<file path="config.mk">
export PLATFORM = sky130hd
export DESIGN_NAME = map_probe_scheduler
export DESIGN_NICKNAME = d
export VERILOG_FILES = /design/src/rtl/map_probe_scheduler_pkg.sv /design/src/rtl/map_probe_scheduler_probe_addr_gen.sv /design/src/rtl/map_probe_scheduler.sv
export SDC_FILE = /design/constraint.sdc
export NUM_CORES = 1
export LEC_CHECK = 0
export BUFFER_PORTS_ARGS = -buffer_cell sky130_fd_sc_hd__buf_4
export CORE_ASPECT_RATIO = 0.75
export CORE_UTILIZATION = 55
export CTS_CLUSTER_SIZE = 8
export DETAILED_ROUTE_END_ITERATION = 7
export PLACE_DENSITY = 0.77
export SETUP_SLACK_MARGIN = 0.15
export SYNTH_ARGS = -nofsm -noshare
export SYNTH_HDL_FRONTEND = slang
export SYNTH_SLANG_ARGS = --single-unit
export TNS_END_PERCENT = 5
</file>
<file path="constraint.sdc">
create_clock -name clk -period 2.59 [get_ports clk]
set_input_delay 0.1295 -clock clk [delete_from_list [all_inputs] [get_ports clk]]
set_output_delay 0.1295 -clock clk [all_outputs]
set_load 0.01 [all_outputs]
</file>
<file path="src/rtl/map_probe_scheduler_pkg.sv">
// Shared constants, encodings and payload types for the map ROM probe scheduler.
package map_probe_scheduler_pkg;

  localparam int unsigned MAP_LU_X  = 150;
  localparam int unsigned MAP_LU_Y  = 50;
  localparam int unsigned MAP_W     = 347;
  localparam int unsigned MAP_H     = 405;
  localparam int unsigned H_ACTIVE  = 640;
  localparam int unsigned V_ACTIVE  = 480;
  localparam int unsigned PROBE_OFS = 12;

  localparam int unsigned XW = 11;      // scan coordinate width
  localparam int unsigned AW = 9;       // map address width
  localparam int unsigned PW = AW + 1;  // widened sum for the upper bound checks

  localparam logic [1:0] WALL_CODE = 2'b00;

  typedef enum logic [1:0] {
    DIR_L = 2'd0,
    DIR_U = 2'd1,
    DIR_R = 2'd2,
    DIR_D = 2'd3
  } dir_e;

  typedef enum logic [1:0] {
    ST_IDLE  = 2'd0,
    ST_PROBE = 2'd1,
    ST_DONE  = 2'd2
  } state_e;

  typedef struct packed {
    logic [AW-1:0] x;
    logic [AW-1:0] y;
  } map_addr_t;

  // One blocked bit per direction slot of a packed {D,R,U,L} flag word.
  function automatic logic [3:0] wall_of(input logic [7:0] f);
    logic [3:0] w;
    for (int i = 0; i < 4; i++) begin
      w[i] = (f[2*i +: 2] == WALL_CODE);
    end
    return w;
  endfunction

endpackage

</file>
<file path="src/rtl/map_probe_scheduler_probe_addr_gen.sv">
// Maps the latched pacman centre and a direction index to a neighbour map address.
module map_probe_scheduler_probe_addr_gen
  import map_probe_scheduler_pkg::*;
(
  input  map_addr_t pos,
  input  dir_e      dir,
  output map_addr_t addr,
  output logic      out_of_map
);

  logic [PW-1:0] x_plus;
  logic [PW-1:0] y_plus;

  assign x_plus = {1'b0, pos.x} + PW'(PROBE_OFS);
  assign y_plus = {1'b0, pos.y} + PW'(PROBE_OFS);

  // The address may wrap when out of map; the caller overrides the data then.
  always_comb begin
    addr       = pos;
    out_of_map = 1'b0;
    case (dir)
      DIR_L: begin
        addr.x     = pos.x - AW'(PROBE_OFS);
        out_of_map = (pos.x < AW'(PROBE_OFS));
      end
      DIR_U: begin
        addr.y     = pos.y - AW'(PROBE_OFS);
        out_of_map = (pos.y < AW'(PROBE_OFS));
      end
      DIR_R: begin
        addr.x     = x_plus[AW-1:0];
        out_of_map = (x_plus >= PW'(MAP_W));
      end
      DIR_D: begin
        addr.y     = y_plus[AW-1:0];
        out_of_map = (y_plus >= PW'(MAP_H));
      end
    endcase
  end

endmodule

</file>
<file path="src/rtl/map_probe_scheduler.sv">
// Time-multiplexes one map ROM port between the VGA renderer and a four-neighbour
// wall probe that only borrows the port during blanking.
module map_probe_scheduler
  import map_probe_scheduler_pkg::*;
(
  input  logic          clk,
  input  logic          reset,
  input  logic [XW-1:0] vga_x,
  input  logic [XW-1:0] vga_y,
  input  logic          req,
  input  logic [AW-1:0] pos_x,
  input  logic [AW-1:0] pos_y,
  output logic [AW-1:0] rom_x,
  output logic [AW-1:0] rom_y,
  input  logic [1:0]    rom_pixel,
  output logic [1:0]    vga_pixel,
  output logic          busy,
  output logic          done,
  output logic [7:0]    flags,
  output logic [3:0]    wall
);

  state_e    state_q, state_d;
  dir_e      idx_q, idx_d;
  map_addr_t pos_q, pos_d;
  logic [7:0] shadow_q, shadow_d;
  logic [7:0] flags_q, flags_d;
  logic [3:0] wall_q, wall_d;
  logic       busy_q, busy_d;
  logic       done_q, done_d;

  logic       blank;
  map_addr_t  probe_addr;
  logic       probe_oom;
  logic [1:0] probe_res;

  assign blank = (vga_x >= XW'(H_ACTIVE)) || (vga_y >= XW'(V_ACTIVE));

  map_probe_scheduler_probe_addr_gen u_addr_gen (
    .pos        (pos_q),
    .dir        (idx_q),
    .addr       (probe_addr),
    .out_of_map (probe_oom)
  );

  assign probe_res = probe_oom ? WALL_CODE : rom_pixel;

  // The probe owns the port only while blanking; otherwise the renderer does.
  always_comb begin
    if (state_q == ST_PROBE && blank) begin
      rom_x = probe_addr.x;
      rom_y = probe_addr.y;
    end else begin
      rom_x = AW'(vga_x - XW'(MAP_LU_X));
      rom_y = AW'(vga_y - XW'(MAP_LU_Y));
    end
  end

  assign vga_pixel = rom_pixel;

  always_comb begin
    state_d  = state_q;
    idx_d    = idx_q;
    pos_d    = pos_q;
    shadow_d = shadow_q;
    flags_d  = flags_q;
    wall_d   = wall_q;
    busy_d   = busy_q;
    done_d   = 1'b0;
    case (state_q)
      ST_IDLE: begin
        if (req) begin
          state_d = ST_PROBE;
          pos_d   = '{x: pos_x, y: pos_y};
          idx_d   = DIR_L;
          busy_d  = 1'b1;
        end
      end
      ST_PROBE: begin
        if (blank) begin
          shadow_d[{idx_q, 1'b0} +: 2] = probe_res;
          if (idx_q == DIR_D) begin
            state_d = ST_DONE;
            flags_d = shadow_d;
            wall_d  = wall_of(shadow_d);
            busy_d  = 1'b0;
            done_d  = 1'b1;
          end else begin
            idx_d = dir_e'(idx_q + 2'd1);
          end
        end
      end
      ST_DONE: begin
        state_d = ST_IDLE;
      end
      default: begin
        state_d = ST_IDLE;
        busy_d  = 1'b0;
      end
    endcase
  end

  always_ff @(posedge clk or negedge reset) begin
    if (!reset) begin
      state_q  <= ST_IDLE;
      idx_q    <= DIR_L;
      pos_q    <= '0;
      shadow_q <= '0;
      flags_q  <= '0;
      wall_q   <= '1;
      busy_q   <= 1'b0;
      done_q   <= 1'b0;
    end else begin
      state_q  <= state_d;
      idx_q    <= idx_d;
      pos_q    <= pos_d;
      shadow_q <= shadow_d;
      flags_q  <= flags_d;
      wall_q   <= wall_d;
      busy_q   <= busy_d;
      done_q   <= done_d;
    end
  end

  assign busy  = busy_q;
  assign done  = done_q;
  assign flags = flags_q;
  assign wall  = wall_q;

endmodule

</file>
# Word-level counts from Yosys, hierarchy flattened
# Index checks and enable logic that the tools add are counted.
# op_classes
n_addsub,8
n_lt_le_gt_ge,6
n_eq_ne,9
n_shift,2
mux,22
bitwise,1
n_reduce_logical,15
# ops
operator,count
9-bit one-hot mux with 2 select lines,2
"9-bit by 4-bit adder with 10-bit output, second input constant",2
"10-bit by 9-bit greater-or-equal comparator with 1-bit output, second input constant",2
"9-bit by 4-bit < comparator with 1-bit output, second input constant",2
9-bit two-way mux,2
"9-bit by 4-bit subtractor with 9-bit output, second input constant",2
2-bit two-way mux,7
2-bit logical NOT,6
"11-bit by 10-bit greater-or-equal comparator with 1-bit output, second input constant",1
"11-bit by 9-bit greater-or-equal comparator with 1-bit output, second input constant",1
"9-bit by 6-bit subtractor with 9-bit output, second input constant",1
"9-bit by 8-bit subtractor with 9-bit output, second input constant",1
8-bit bitwise mux,1
2-bit one-hot mux with 2 select lines,2
4-bit AND reduction,2
"2-bit by 5-bit variable shift with 8-bit output, first input constant",1
2-bit by 5-bit indexed part select with 8-bit output,1
"2-bit equality test, second input constant",3
1-bit two-way mux,6
"2-bit inequality test, second input constant",3
3-bit AND reduction,2
3-bit negation with 5-bit output,1
"2-bit by 1-bit equality test with 1-bit output, second input constant",2
1-bit one-hot mux with 4 select lines,1
other kinds (8),9
# totals
register_bits,44
inputBits,45
output_inout_bits,34

# Depth between registers and ports, before layout
# depth
depth_word,7
mapped_depth,10
depth_no_buf,8

# Modules after synthesis
# From an unflattened synthesis, not the netlist that was laid out.
# unflattened
hier_cells,342
hier_area_um2,3168.0
# modules_own_cells
module,instances,cells_each,area_per_inst_um2,seq_area_each_um2
map_probe_scheduler,1,227,2409.8,1106.1
map_probe_scheduler_probe_addr_gen,1,115,758.2,0.0

# Least setup slack after synthesis
# No wires, ideal clock.
# synth_timing
path_type,register to output
from,reg idx_q[0]
to,out rom_x[8]
arrival_time_ns,2.272
required_ns,2.461
path_slack_ns,0.189
path_stages_with_launch,9
path_buffers,1
path_cell_list,dfrtp_1 > buf_4 > inv_1 > ha_1 > inv_1 > or4b_2 > mux2i_1 > a21oi_1 > o21ai_0
# synth_between
elab_chain_len,3
# synth_lines
element,line,source
from (decl),map_probe_scheduler.sv:24,"dir_e idx_q, idx_d;"
from (signal assigned),map_probe_scheduler.sv:115,idx_q <= idx_d;
2-bit equality test / 2-bit logical NOT (equally long branches),map_probe_scheduler_probe_addr_gen.sv:21,case (dir)
9-bit one-hot mux with 2 select lines (*),map_probe_scheduler_probe_addr_gen.sv:21,
9-bit two-way mux (*),map_probe_scheduler.sv:50,if (state_q == ST_PROBE && blank) begin
to (decl),map_probe_scheduler.sv:13,"output logic [AW-1:0] rom_x,"
# Mark *: on every way between the ends. The rest lies on a longest branch, timed or not.

# Worst setup path after layout
# layout_timing
from,reg pos_q[12] (netlist name)
to,"reg flags_q[2], in the netlist flags[2]"
# layout_between
elab_chain_len,6
# layout_lines
element,line,source
from (decl),map_probe_scheduler.sv:25,"map_addr_t pos_q, pos_d;"
from (signal assigned),map_probe_scheduler.sv:116,pos_q <= pos_d;
9-bit by 4-bit adder with 10-bit output,map_probe_scheduler_probe_addr_gen.sv:14,"assign x_plus = {1'b0, pos.x} + PW'(PROBE_OFS);"
10-bit by 9-bit greater-or-equal comparator with 1-bit output,map_probe_scheduler_probe_addr_gen.sv:32,out_of_map = (x_plus >= PW'(MAP_W));
1-bit one-hot mux with 4 select lines (*),map_probe_scheduler_probe_addr_gen.sv:21,
2-bit two-way mux (*),map_probe_scheduler.sv:46,assign probe_res = probe_oom ? WALL_CODE : rom_pixel;
2-bit by 5-bit indexed part select with 8-bit output (*),map_probe_scheduler.sv:81,"shadow_d[{idx_q, 1'b0} +: 2] = probe_res;"
8-bit bitwise mux (*),map_probe_scheduler.sv:81,
to (signal assigned),map_probe_scheduler.sv:118,flags_q <= flags_d;
to (decl),map_probe_scheduler.sv:27,"logic [7:0] flags_q, flags_d;"
# Marked as above.
# A chain may end at the register's enable or synchronous reset.

==> flow_summary.json <==
{
  "crit_top_cell": "buf_4",
  "synth-seq-area-share": 0.3264,
  "slew-limit-headroom": 0.5870,
  "crit_arrival_ns": 2.66,
  "n_antenna_cell": 0,
  "ant_nets": 0,
  "dr.pass1.iters": 5,
  "drv_slew": 0,
  "preCtsSetupSlack_ns": 0.06048,
  "syn_nets": 459,
  "grt.total_usage": 0.2758,
  "yosysTopAreaCell": "dfrtp_1",
  "timing.rr.start": "pos_q[12]",
  "cp-end-kind": "flop",
  "finalCriticalPeriod_ns": 2.465,
  "clock_sinks": 44,
  "worst_pin_slew_ns": 0.6110,
  "layout.cells.non_filler": 556,
  "h-tree-depth": 2,
  "drv_cap": 0,
  "path_class": "flop to flop",
  "fin_ws_ns": 0.1251,
  "route.vias.total": 3215,
  "rrSetupSlack_ns": 0.13,
  "cp_top_family": "simple AND/OR/NAND/NOR gates",
  "grt_pass1_wl_mm": 14.24,
  "rsz0062_at_grt": "true",
  "routed_via_density": 5.782,
  "numCtsBuffers": 5,
  "place_hpwl_mm": 6.200,
  "initial_core_util": 0.5757,
  "grt_remaining_overflow": 0,
  "pwr_density_cell_nw_per_um2": 1290,
  "cp_slowest_cell": "or3_4",
  "ys.flop_type": "dfrtp_1",
  "design_area_um2": 4223,
  "post_drt_wl_per_cell_um": 15.35,
  "worstPathRequired_ns": 2.78,
  "layout_commonest_cell": "buf_4",
  "final_net_count": 539,
  "first_global_vias": 2999,
  "total_power_uw": 5447,
  "synthCells": 397,
  "netlist_area_um2": 3388,
  "clk_pin_slew_ns": 0.09,
  "period_share": 0.9517,
  "ys_async_sr_fraction": 1.000,
  "status": "complete, no violations",
  "dieHeight_um": 69.98,
  "clk_latency_ns": 0.30,
  "dp_cells": 538,
  "routed_wl_mm": 8.533,
  "coreArea_um2": 5886,
  "rows": 24,
  "whs_path_depth": 3,
  "final_cell_mix": "buf_4, nand2_1, dfrtp_1, o21ai_0",
  "max_freq_ghz": 0.4057,
  "startpoint_type": "flop",
  "synth_edf_count": 0,
  "grt_max_degree": 45,
  "path_buf_inv": 2,
  "yosysWarnings": 0,
  "skew_ns": 0.003579,
  "fill_cells": 488,
  "r2r_cells": 8,
  "drive_gt1_frac": 0.3117,
  "hold_viol": 0,
  "cts_buffer_depth": 2,
  "port_buffers": 78,
  "syn2layout_area_growth_pct": 24.63,
  "pin_count": 79,
  "avgSynthCellArea_um2": 8.535,
  "fp.dieArea_um2": 6482,
  "setup_viol": 0,
  "hold_path_end": "pos_q[2]",
  "peakVddDrop_uv": 779.8,
  "drtIter0Drc": 184,
  "cp_max_fo": 11,
  "die_width_um": 92.63,
  "synth_cell_types": 57,
  "synthTopCellsByArea": "dfrtp_1, ha_1, nand2_1, o21ai_0, mux2_2",
  "worst_path_largest_cell_delay_ns": 0.45,
  "placedInstanceArea_um2": 3994,
  "gp_congestion": 0.9168,
  "cts_tree": "done",
  "cp_cell_sequence": "buf_4, buf_4, or3b_4, o31ai_2, o21ai_1, and3_4, or3_4, o41ai_1",
  "rr_endpoint": "flags[2]",
  "drc": 0,
  "antenna_found_initial": 0,
  "fin_tns_setup_ns": 0,
  "min-delay-start": "pos_y[2]",
  "hold_class": "primary input to flop",
  "power.leakage_uw": 0.001883,
  "cts-root-buf": "clkbuf_8",
  "yosys.area.top_type_share": 0.2954,
  "ys_ff_latch": 44
}
==> layout make-up <==
| cell class | count | area (µm²) | area share |
|---|---|---|---|
| well taps | 78 | 97.59 | 0.02311 |
| repair buffers | 101 | 760.7 | 0.1801 |
| multi-input cells | 311 | 2085 | 0.4936 |
| clock buffers | 5 | 68.82 | 0.01630 |
| flip-flops and latches | 44 | 1114 | 0.2637 |
| clock inverters | 3 | 42.54 | 0.01007 |
| inverters | 14 | 55.05 | 0.01304 |
==> metrics by stage <==
step	util	hold slack (ns)
2_1_floorplan	-	-0.1661
3_3_place_gp	0.6786	0.1671
3_5_place_dp	0.6786	0.1734
4_1_cts	0.7041	0.03132
5_1_grt	0.7175	0.04061
6_report	0.7175	0.03192
==> cells by family after synthesis <==
group | after synthesis | share of synthesized area
muxes | 18 | 0.05835
buffers and inverters | 42 | 0.06868
xor gates and xnor gates | 29 | 0.07496
and+or+nand+nor | 140 | 0.2064
AOI/OAI and AO/OA | 107 | 0.2024
DFF | 44 | 0.3264
adders and majority gates | 17 | 0.06278
==> synthesized netlist by cell type, drive strengths merged, types with 3 or more instances <==
| cell type | number |
|---|---|
| xnor2 | 11 |
| or3 | 4 |
| nor2b | 6 |
| mux2 | 14 |
| dfrtp | 40 |
| ha | 17 |
| a211oi | 5 |
| nor4 | 3 |
| dfstp | 4 |
| o22ai | 7 |
| and3 | 3 |
| o21ai | 34 |
| clkbuf | 12 |
| nand3 | 6 |
| mux2i | 4 |
| a31oi | 6 |
| o31ai | 11 |
| nor3b | 11 |
| nand2 | 56 |
| nor3 | 9 |
| a21oi | 26 |
| buf | 16 |
| nand2b | 5 |
| nor2 | 26 |
| inv | 14 |
| a221oi | 3 |
| xor2 | 18 |
==> what timing repair did <==
action | in CTS | in global routing
hold buffers | 1 | 0
gates resized for setup | 10 | 7
hold endpoints to repair | 40 | 0
gates cloned | 0 | 0
pin swaps | 0 | 2
endpoints found under the setup margin | 6 | 13
setup buffers | 2 | 7
==> flip-flops by register name, indices dropped and copies added, names as in the netlist <==
register  flops
wall          4
busy          1
shadow_q      8
pos_q        18
flags         8
done          1
idx_q         2
state_q       2
==> report_power, final <==
group	total (µW)	switching (µW)	leakage, µW	internal, µW
registers	1440	417	0.000543	1030
logic	3470	1820	0.00129	1650
clock network	536	251	0.0000541	286
==> worst min-delay path, delay by kind of cell <==
kind	cells	cell delay (ns)
and+or+nand+nor	1	0.04
AOI/OAI and AO/OA	1	0.06
buffers and inverters	1	0.08
==> per-layer routing <==
layer / global-route usage / vias to the layer above / share of wire
met2: 0.4321 / 144 / 0.45
met3: 0.05120 / 6 / 0.073
met1: 0.3999 / 1491 / 0.47
met5: 0 / - / 0
met4: 0.05641 / 0 / 0.0080
li1: - / 1574 / -
==> worst max-delay path by stage <==
stage	from	end	slack, ns	cells past startpoint
finish	pos_q[12]	flags[2]	0.13	8
global route	idx_q[0]	rom_x[8]	0.07	8
CTS	pos_q[2]	flags[2]	0.14	8
detailed placement	pos_q[2]	flags[2]	0.06	8
global placement	pos_q[2]	flags[2]	0.21	8
floorplan	idx_q[0]	rom_x[8]	0.19	8
Note: power is estimated with default switching activity, not from simulation.
